<file path="config.mk">
export PLATFORM = sky130hd
export DESIGN_NAME = fetch_unit
export DESIGN_NICKNAME = d
export VERILOG_FILES = /design/src/rtl/fetch_unit.sv
export SDC_FILE = /design/constraint.sdc
export NUM_CORES = 1
export LEC_CHECK = 0
export CORE_UTILIZATION = 42
export CTS_CLUSTER_DIAMETER = 100
export DETAILED_ROUTE_END_ITERATION = 10
export PLACE_DENSITY = 0.68
export SLEW_MARGIN = 30
export SYNTH_ARGS = -nofsm -noshare
export SYNTH_HDL_FRONTEND = slang
export SYNTH_SLANG_ARGS = --single-unit
</file>
<file path="constraint.sdc">
create_clock -name clk -period 3.3 [get_ports clk]
set_input_delay 0.495 -clock clk [delete_from_list [all_inputs] [get_ports clk]]
set_output_delay 0.495 -clock clk [all_outputs]
set_load 0.01 [all_outputs]
</file>
<file path="src/rtl/fetch_unit.sv">
// Instruction fetch stage: one outstanding imem request, a one-entry hold
// buffer for decode stalls, and squash of wrong-path fetches on redirect.
module fetch_unit #(
  parameter logic [0:31] RESET_PC = 32'h80020000
) (
  input  logic        clk,
  input  logic        rst_n,
  input  logic        stall,
  input  logic        redirect,
  input  logic [0:31] redirect_pc,
  output logic        imem_req,
  output logic [0:31] imem_addr,
  input  logic        imem_gnt,
  input  logic        imem_rvalid,
  input  logic [0:31] imem_rdata,
  output logic [0:31] insn,
  output logic [0:31] pc,
  output logic        valid_insn
);

  typedef enum logic [1:0] {S_REQ, S_WAIT, S_HOLD} state_t;

  typedef struct packed {
    logic [0:31] insn;
    logic [0:31] pc;
  } slot_t;

  state_t      state_q, state_d;
  logic [0:31] fpc_q, fpc_d;
  logic        kill_q, kill_d;
  slot_t       hbuf_q, hbuf_d;
  slot_t       out_q, out_d;
  logic        vld_q, vld_d;

  logic        load;
  slot_t       load_val;
  logic [0:31] tgt;
  logic [0:31] fpc_inc;
  logic        slot_free;
  logic        consumed;

  // Targets are word aligned; low two address bits are dropped.
  assign tgt       = {redirect_pc[0:29], 2'b00};
  assign fpc_inc   = fpc_q + 32'd4;
  assign slot_free = !vld_q || !stall;
  assign consumed  = vld_q && !stall;

  always_comb begin
    state_d  = state_q;
    fpc_d    = fpc_q;
    kill_d   = kill_q;
    hbuf_d   = hbuf_q;
    out_d    = out_q;
    vld_d    = vld_q;
    load     = 1'b0;
    load_val = '0;

    if (consumed) vld_d = 1'b0;

    unique case (state_q)
      S_REQ: begin
        if (redirect) fpc_d = tgt;
        if (imem_gnt) begin
          state_d = S_WAIT;
          // A grant racing a redirect fetched the old path; drop its reply.
          kill_d  = redirect;
        end
      end
      S_WAIT: begin
        if (redirect) fpc_d = tgt;
        if (imem_rvalid) begin
          if (kill_q || redirect) begin
            kill_d  = 1'b0;
            state_d = S_REQ;
          end else if (slot_free) begin
            load     = 1'b1;
            load_val = '{insn: imem_rdata, pc: fpc_q};
            fpc_d    = fpc_inc;
            state_d  = S_REQ;
          end else begin
            hbuf_d  = '{insn: imem_rdata, pc: fpc_q};
            state_d = S_HOLD;
          end
        end else if (redirect) begin
          kill_d = 1'b1;
        end
      end
      S_HOLD: begin
        if (redirect) begin
          fpc_d   = tgt;
          hbuf_d  = '0;
          state_d = S_REQ;
        end else if (!stall) begin
          load     = 1'b1;
          load_val = hbuf_q;
          fpc_d    = fpc_inc;
          state_d  = S_REQ;
        end
      end
      default: state_d = S_REQ;
    endcase

    if (load) begin
      out_d = load_val;
      vld_d = 1'b1;
    end
    // Flush wins over any load in the same cycle.
    if (redirect) vld_d = 1'b0;
  end

  always_ff @(posedge clk or negedge rst_n) begin
    if (!rst_n) begin
      state_q     <= S_REQ;
      fpc_q       <= RESET_PC;
      kill_q      <= 1'b0;
      hbuf_q      <= '0;
      out_q.insn  <= '0;
      out_q.pc    <= RESET_PC;
      vld_q       <= 1'b0;
    end else begin
      state_q <= state_d;
      fpc_q   <= fpc_d;
      kill_q  <= kill_d;
      hbuf_q  <= hbuf_d;
      out_q   <= out_d;
      vld_q   <= vld_d;
    end
  end

  assign imem_req   = (state_q == S_REQ) && rst_n;
  assign imem_addr  = fpc_q;
  assign insn       = out_q.insn;
  assign pc         = out_q.pc;
  assign valid_insn = vld_q;

endmodule

</file>
---- Word-level counts from Yosys, hierarchy flattened ----
Index checks and enable logic that the tools add are counted.
storage, ports and cells
  register bits after elaboration ......... 164
  bits of input ports ..................... 70
  word-level logic and storage cells ...... 73
operators by class
  reductions and logical operators ........ 15
  add/subtract/negate cells ............... 1
  eq/ne operators ......................... 10
  mux-type cells .......................... 39
operator list
  kind                     number
  $mux W64                 9
  $pmux W64 S2             2
  $mux W32                 6
  $pmux W32 S3             1
  $add A32 B3 Y32 const B  1
  $mux W1                  12
  $mux W2                  6
  $ne A2 B2 Y1 const B     5
  $ne A3 B3 Y1 const B     3
  $pmux W2 S3              1
  $reduce_bool A3 Y1       2
  $reduce_and A5 Y1        1
  $pmux W1 S2              2
  $reduce_and A4 Y1        1
  $reduce_bool A2 Y1       2
  $reduce_and A3 Y1        1
  $eq A2 B1 Y1 const B     1
  $eq A2 B2 Y1 const B     1
  $logic_and A1 B1 Y1      2
  $logic_not A1 Y1         2
  $logic_not A2 Y1         1
  $logic_or A1 B1 Y1       2
  $reduce_and A2 Y1        1

---- Depth between registers and ports, before layout ----
  word-level depth ........................ 8
  gate-level depth with buffers ........... 10
  gate-level depth less buffers ........... 7

---- Worst setup path before layout ----
No wires, ideal clock.
  path kind ............................... register -> register
  start point ............................. reg state_q[0]
  end point ............................... reg fpc_q, in the netlist imem_addr[8]
  stages on the path, launching flop included .. 11
  slack ................................... 1.015 ns
  period minus slack after synthesis ...... 2.285 ns
  data required time ...................... 3.165 ns
  data arrival time ....................... 2.149 ns
  setup time .............................. 0.135 ns
  cell sequence ........................... dfrtp_1 > inv_1 > ha_1 > and3b_1 > or2_0 > clkbuf_1 > or3_1 > buf_2 > buf_1 > a32oi_1 > o21ai_0
on the way
  word-level cells in the longest chain between the ends .. 3
RTL lines
  what                                                                 line  RTL
  start: declaration                                                   28    state_t state_q, state_d;
  start signal: assignment                                             121   state_q <= state_d;
  $eq A2 B2 Y1, or another cell as far along                           60    unique case (state_q)
  $ne A3 B3 Y1 (no line) / $reduce_bool A3 Y1 (equally long branches)  n/a
  $reduce_and A2 Y1 (no line)                                          n/a
  end signal: assignment                                               122   fpc_q <= fpc_d;
  end: declaration                                                     29    logic [0:31] fpc_q, fpc_d;
Several ways; a longest one is shown, not always the timed one.
A chain may end at the register's enable or synchronous reset.

---- Final worst setup path ----
  start point ............................. reg state_q[0]
  end point ............................... reg fpc_q, in the netlist imem_addr[10]
The elaborated chain is that of the path after synthesis.

==> results.yml <==
outcome:
  outcome: "complete, but fails checks"
  violations: "design-rule violations"
grt:
  first_global_vias: 6518
  grt_pass1_wl_um: 36500
  gr-total-overflow: 0
  antenna_found_initial: 0
  grt_max_degree: 117
  track_usage_pct: 24.0
cts:
  cts_root_buf: "clkbuf_16"
  h-tree-depth: 4
  clock_path_buffers: 2
  post_cts_resized: 0
  numCtsBuffers: 17
  clkSlewWorstSetupHoldPaths_ns: 0.06
  cts_setup_buffers: 0
  cts_tree: "done"
  insertion_delay_ns: 0.43
  clock_sinks: 164
  cts_hold_buf: 0
logic_synthesis:
  synthMuxAreaShare_pct: 0.381
  syn-num-nets: 858
  synth_xor_xnor_area_share_pct: 0.222
  yosysWarnings: 0
  synth_ff_type: "dfrtp_1"
  syn_area_sq_mm: 0.00789
  syn_area_per_cell_sq_um: 10.1
  synth_compound_area_share_pct: 27.9
  postSynth.asyncResetShare_pct: 100
  synth-seq-cells: 164
  synth-simple-area-share_pct: 14.4
  ys_types: 59
  synth_fa_ha_area_share_pct: 0.793
  synth_seq_area_share_pct: 52.1
  synth_cells: 783
  synth_top_family_by_area: "compound AO/OA/AOI/OAI gates"
  synth_edf_count: 0
routing:
  first_pass_iters: 11
  drc: 12
  num_vias: 6727
  wl_per_cell_um: 18.9
  detail-route-antenna-nets: 0
  drt-vias-per-instance: 5.74
  drtIter0Drc: 579
  wl_um: 22100
floorplanning:
  pin_count: 168
  die_width_um: 139
  start_util_pct: 43.3
  dieArea_sq_mm: 0.0193
  core_sq_mm: 0.0182
  fp.dieH_um: 139
  core.rowCount: 49
sta:
  worst_slew_pin_slew_ns: 0.815
  rsz0062_at_grt: "no"
  finClkSkew_ns: 0.00999
  tns_ns: 0
  max_freq_mhz: 375
  hold_viol_final: 0
  relSlewSlack_pct: 45.7
  min_period_ns: 2.66
  setup_viol: 0
  slew_violations: 0
  finalCritPeriodShare_pct: 80.7
place:
  hpwl_um: 14200
  routabilityCongestion: 0.823
  dpl.cell_count: 1139
  io_buffers: 165
worst_setup_path:
  start_kind: "flop"
  r2r_setup_slack_ns: 0.64
  worst_ep_arrival_time_ns: 3.01
  endpoint_kind: "flop"
  critPathKind: "flop to flop"
  r2r_end: "imem_addr[10]"
  worstPathRequired_ns: 3.65
  worstPathMaxFanout: 24
  crit_path_start: "state_q[0]"
  rr_worst_depth: 8
  rr_startpoint: "state_q[0]"
cells_and_area:
  seq_area_sq_mm: 0.00411
  multi_input_area_sq_mm: 0.00350
  area_delta_synth_final_pct: 33.7
  fillers: 1558
  nets: 1004
  antennaDiodeCount: 0
  drive_gt1_share_pct: 7.86
  final_cell_count_no_fill: 1171
job:
  maxCapViolCount: 0
pwr:
  p_leak_nw: 4.52
  powerDensity_mw_per_mm2: 786
  vdd_drop_max_v: 0.000400
min_path:
  hp-class: "input pin to async pin"
## cell usage after synthesis (3+ instances only)
library cell,count,area [sq um]
inv_1,21,78.8
a21o_1,3,22.5
a21boi_0,3,22.5
and2_1,3,18.8
nor2_1,23,86.3
a22o_1,132,1160
o22ai_1,4,25.0
o31ai_1,12,90.1
nand3_1,11,55.1
nand2b_1,58,363
ha_1,5,62.6
nor3_1,3,15.0
dfstp_2,4,105
nand4_1,9,56.3
or3_1,3,18.8
a22oi_1,9,67.6
buf_1,5,18.8
a32oi_1,5,43.8
o211ai_1,5,37.5
o41ai_1,3,26.3
a31oi_1,5,31.3
a21oi_1,27,135
mux2i_1,3,30.0
and3_1,3,18.8
nand2_1,90,338
o21ai_0,76,380
o2bb2ai_1,3,26.3
buf_2,4,20.0
dfrtp_1,160,4000
o31a_1,3,26.3
clkbuf_1,54,203
## state kept, by name, indices dropped and copies added (netlist names)
name        flops
pc             32
imem_addr      32
valid_insn      1
kill_q          1
state_q         2
hbuf_q         64
insn           32
## cell usage in the layout, fill, tap and decap left out, types with 4 or more instances in the layout
cell type,Yosys,routed
clkdlybuf4s50_1,0,164
dfrtp_1,160,160
a22o_1,132,132
nand2_1,90,90
o21ai_0,76,76
nand2b_1,58,58
a21oi_1,27,27
buf_4,1,24
inv_1,21,21
nor2_1,23,21
clkbuf_16,0,17
o31ai_1,12,12
nand3_1,11,11
nand4_1,9,9
a22oi_1,9,9
bufinv_16,0,6
a32oi_1,5,5
o211ai_1,5,5
a31oi_1,5,4
o22ai_1,4,4
dfstp_2,4,4
## report_power, final
group,internal (W),switching (W)
logic,0.00153,0.00129
clock network,0.00149,0.000823
registers,0.00258,0.000579
## stage by stage
stage / hold WS [ns] / total power, W / setup WS, ns / area (sq um) / util (%)
final: 0.193 / 0.00829 / 0.636 / 10500 / 57.9
after floorplan: 0.199 / 0.00441 / 1.02 / 7890 / -
after global placement: 0.459 / 0.00596 / 0.432 / 9850 / 54.1
after detailed placement: 0.467 / 0.00601 / 0.418 / 9850 / 54.1
after CTS: 0.216 / 0.00835 / 0.690 / 10500 / 57.9
after global routing: 0.249 / 0.00875 / 0.394 / 10500 / 57.9
## worst max-delay path, stage by stage, from the launching register on
cell and delay [ns]:
dfrtp_1 0.41, inv_1 0.14, ha_2 0.22, buf_4 0.30
nand2b_1 0.18, o21ai_0 0.18, nand3_1 0.49, or3b_1 0.51
a21oi_1 0.14
## worst max path at each step
stage | end | slack (ns) | cells past startpoint
2_1_floorplan | imem_addr[8] | 1.02 | 10
6_report | imem_addr[10] | 0.64 | 8
4_1_cts | imem_addr[10] | 0.69 | 8
3_5_place_dp | imem_addr[10] | 0.42 | 6
3_3_place_gp | imem_addr[10] | 0.43 | 6
5_1_grt | imem_addr[10] | 0.39 | 8
## per-layer routing
layer / up-vias / global-route usage [%] / wire (um)
met5: - / 0 / 0
met4: 0 / 8.01 / 311
met3: 22 / 4.32 / 1360
met2: 234 / 36.7 / 10200
met1: 3282 / 34.3 / 10200
li1: 3189 / - / -
## kinds of logic after synthesis
family,after synthesis
buffers and inverters,85
flip-flops,164
adder cells (fa/ha/maj),5
XOR/XNOR,2
multiplexers,3
AO/OA/AOI/OAI,303
AND/OR/NAND/NOR,221
## final cells by class
| class | count | area share (%) |
|---|---|---|
| clock buffers | 21 | 4.46 |
| repair buffers | 191 | 17.8 |
| flip-flops and latches | 164 | 39.0 |
| well taps | 229 | 2.72 |
| clock inverters | 11 | 2.09 |
| inverters | 21 | 0.748 |
| multi-input cells | 534 | 33.2 |
Note: power is estimated with default switching activity, not from simulation.
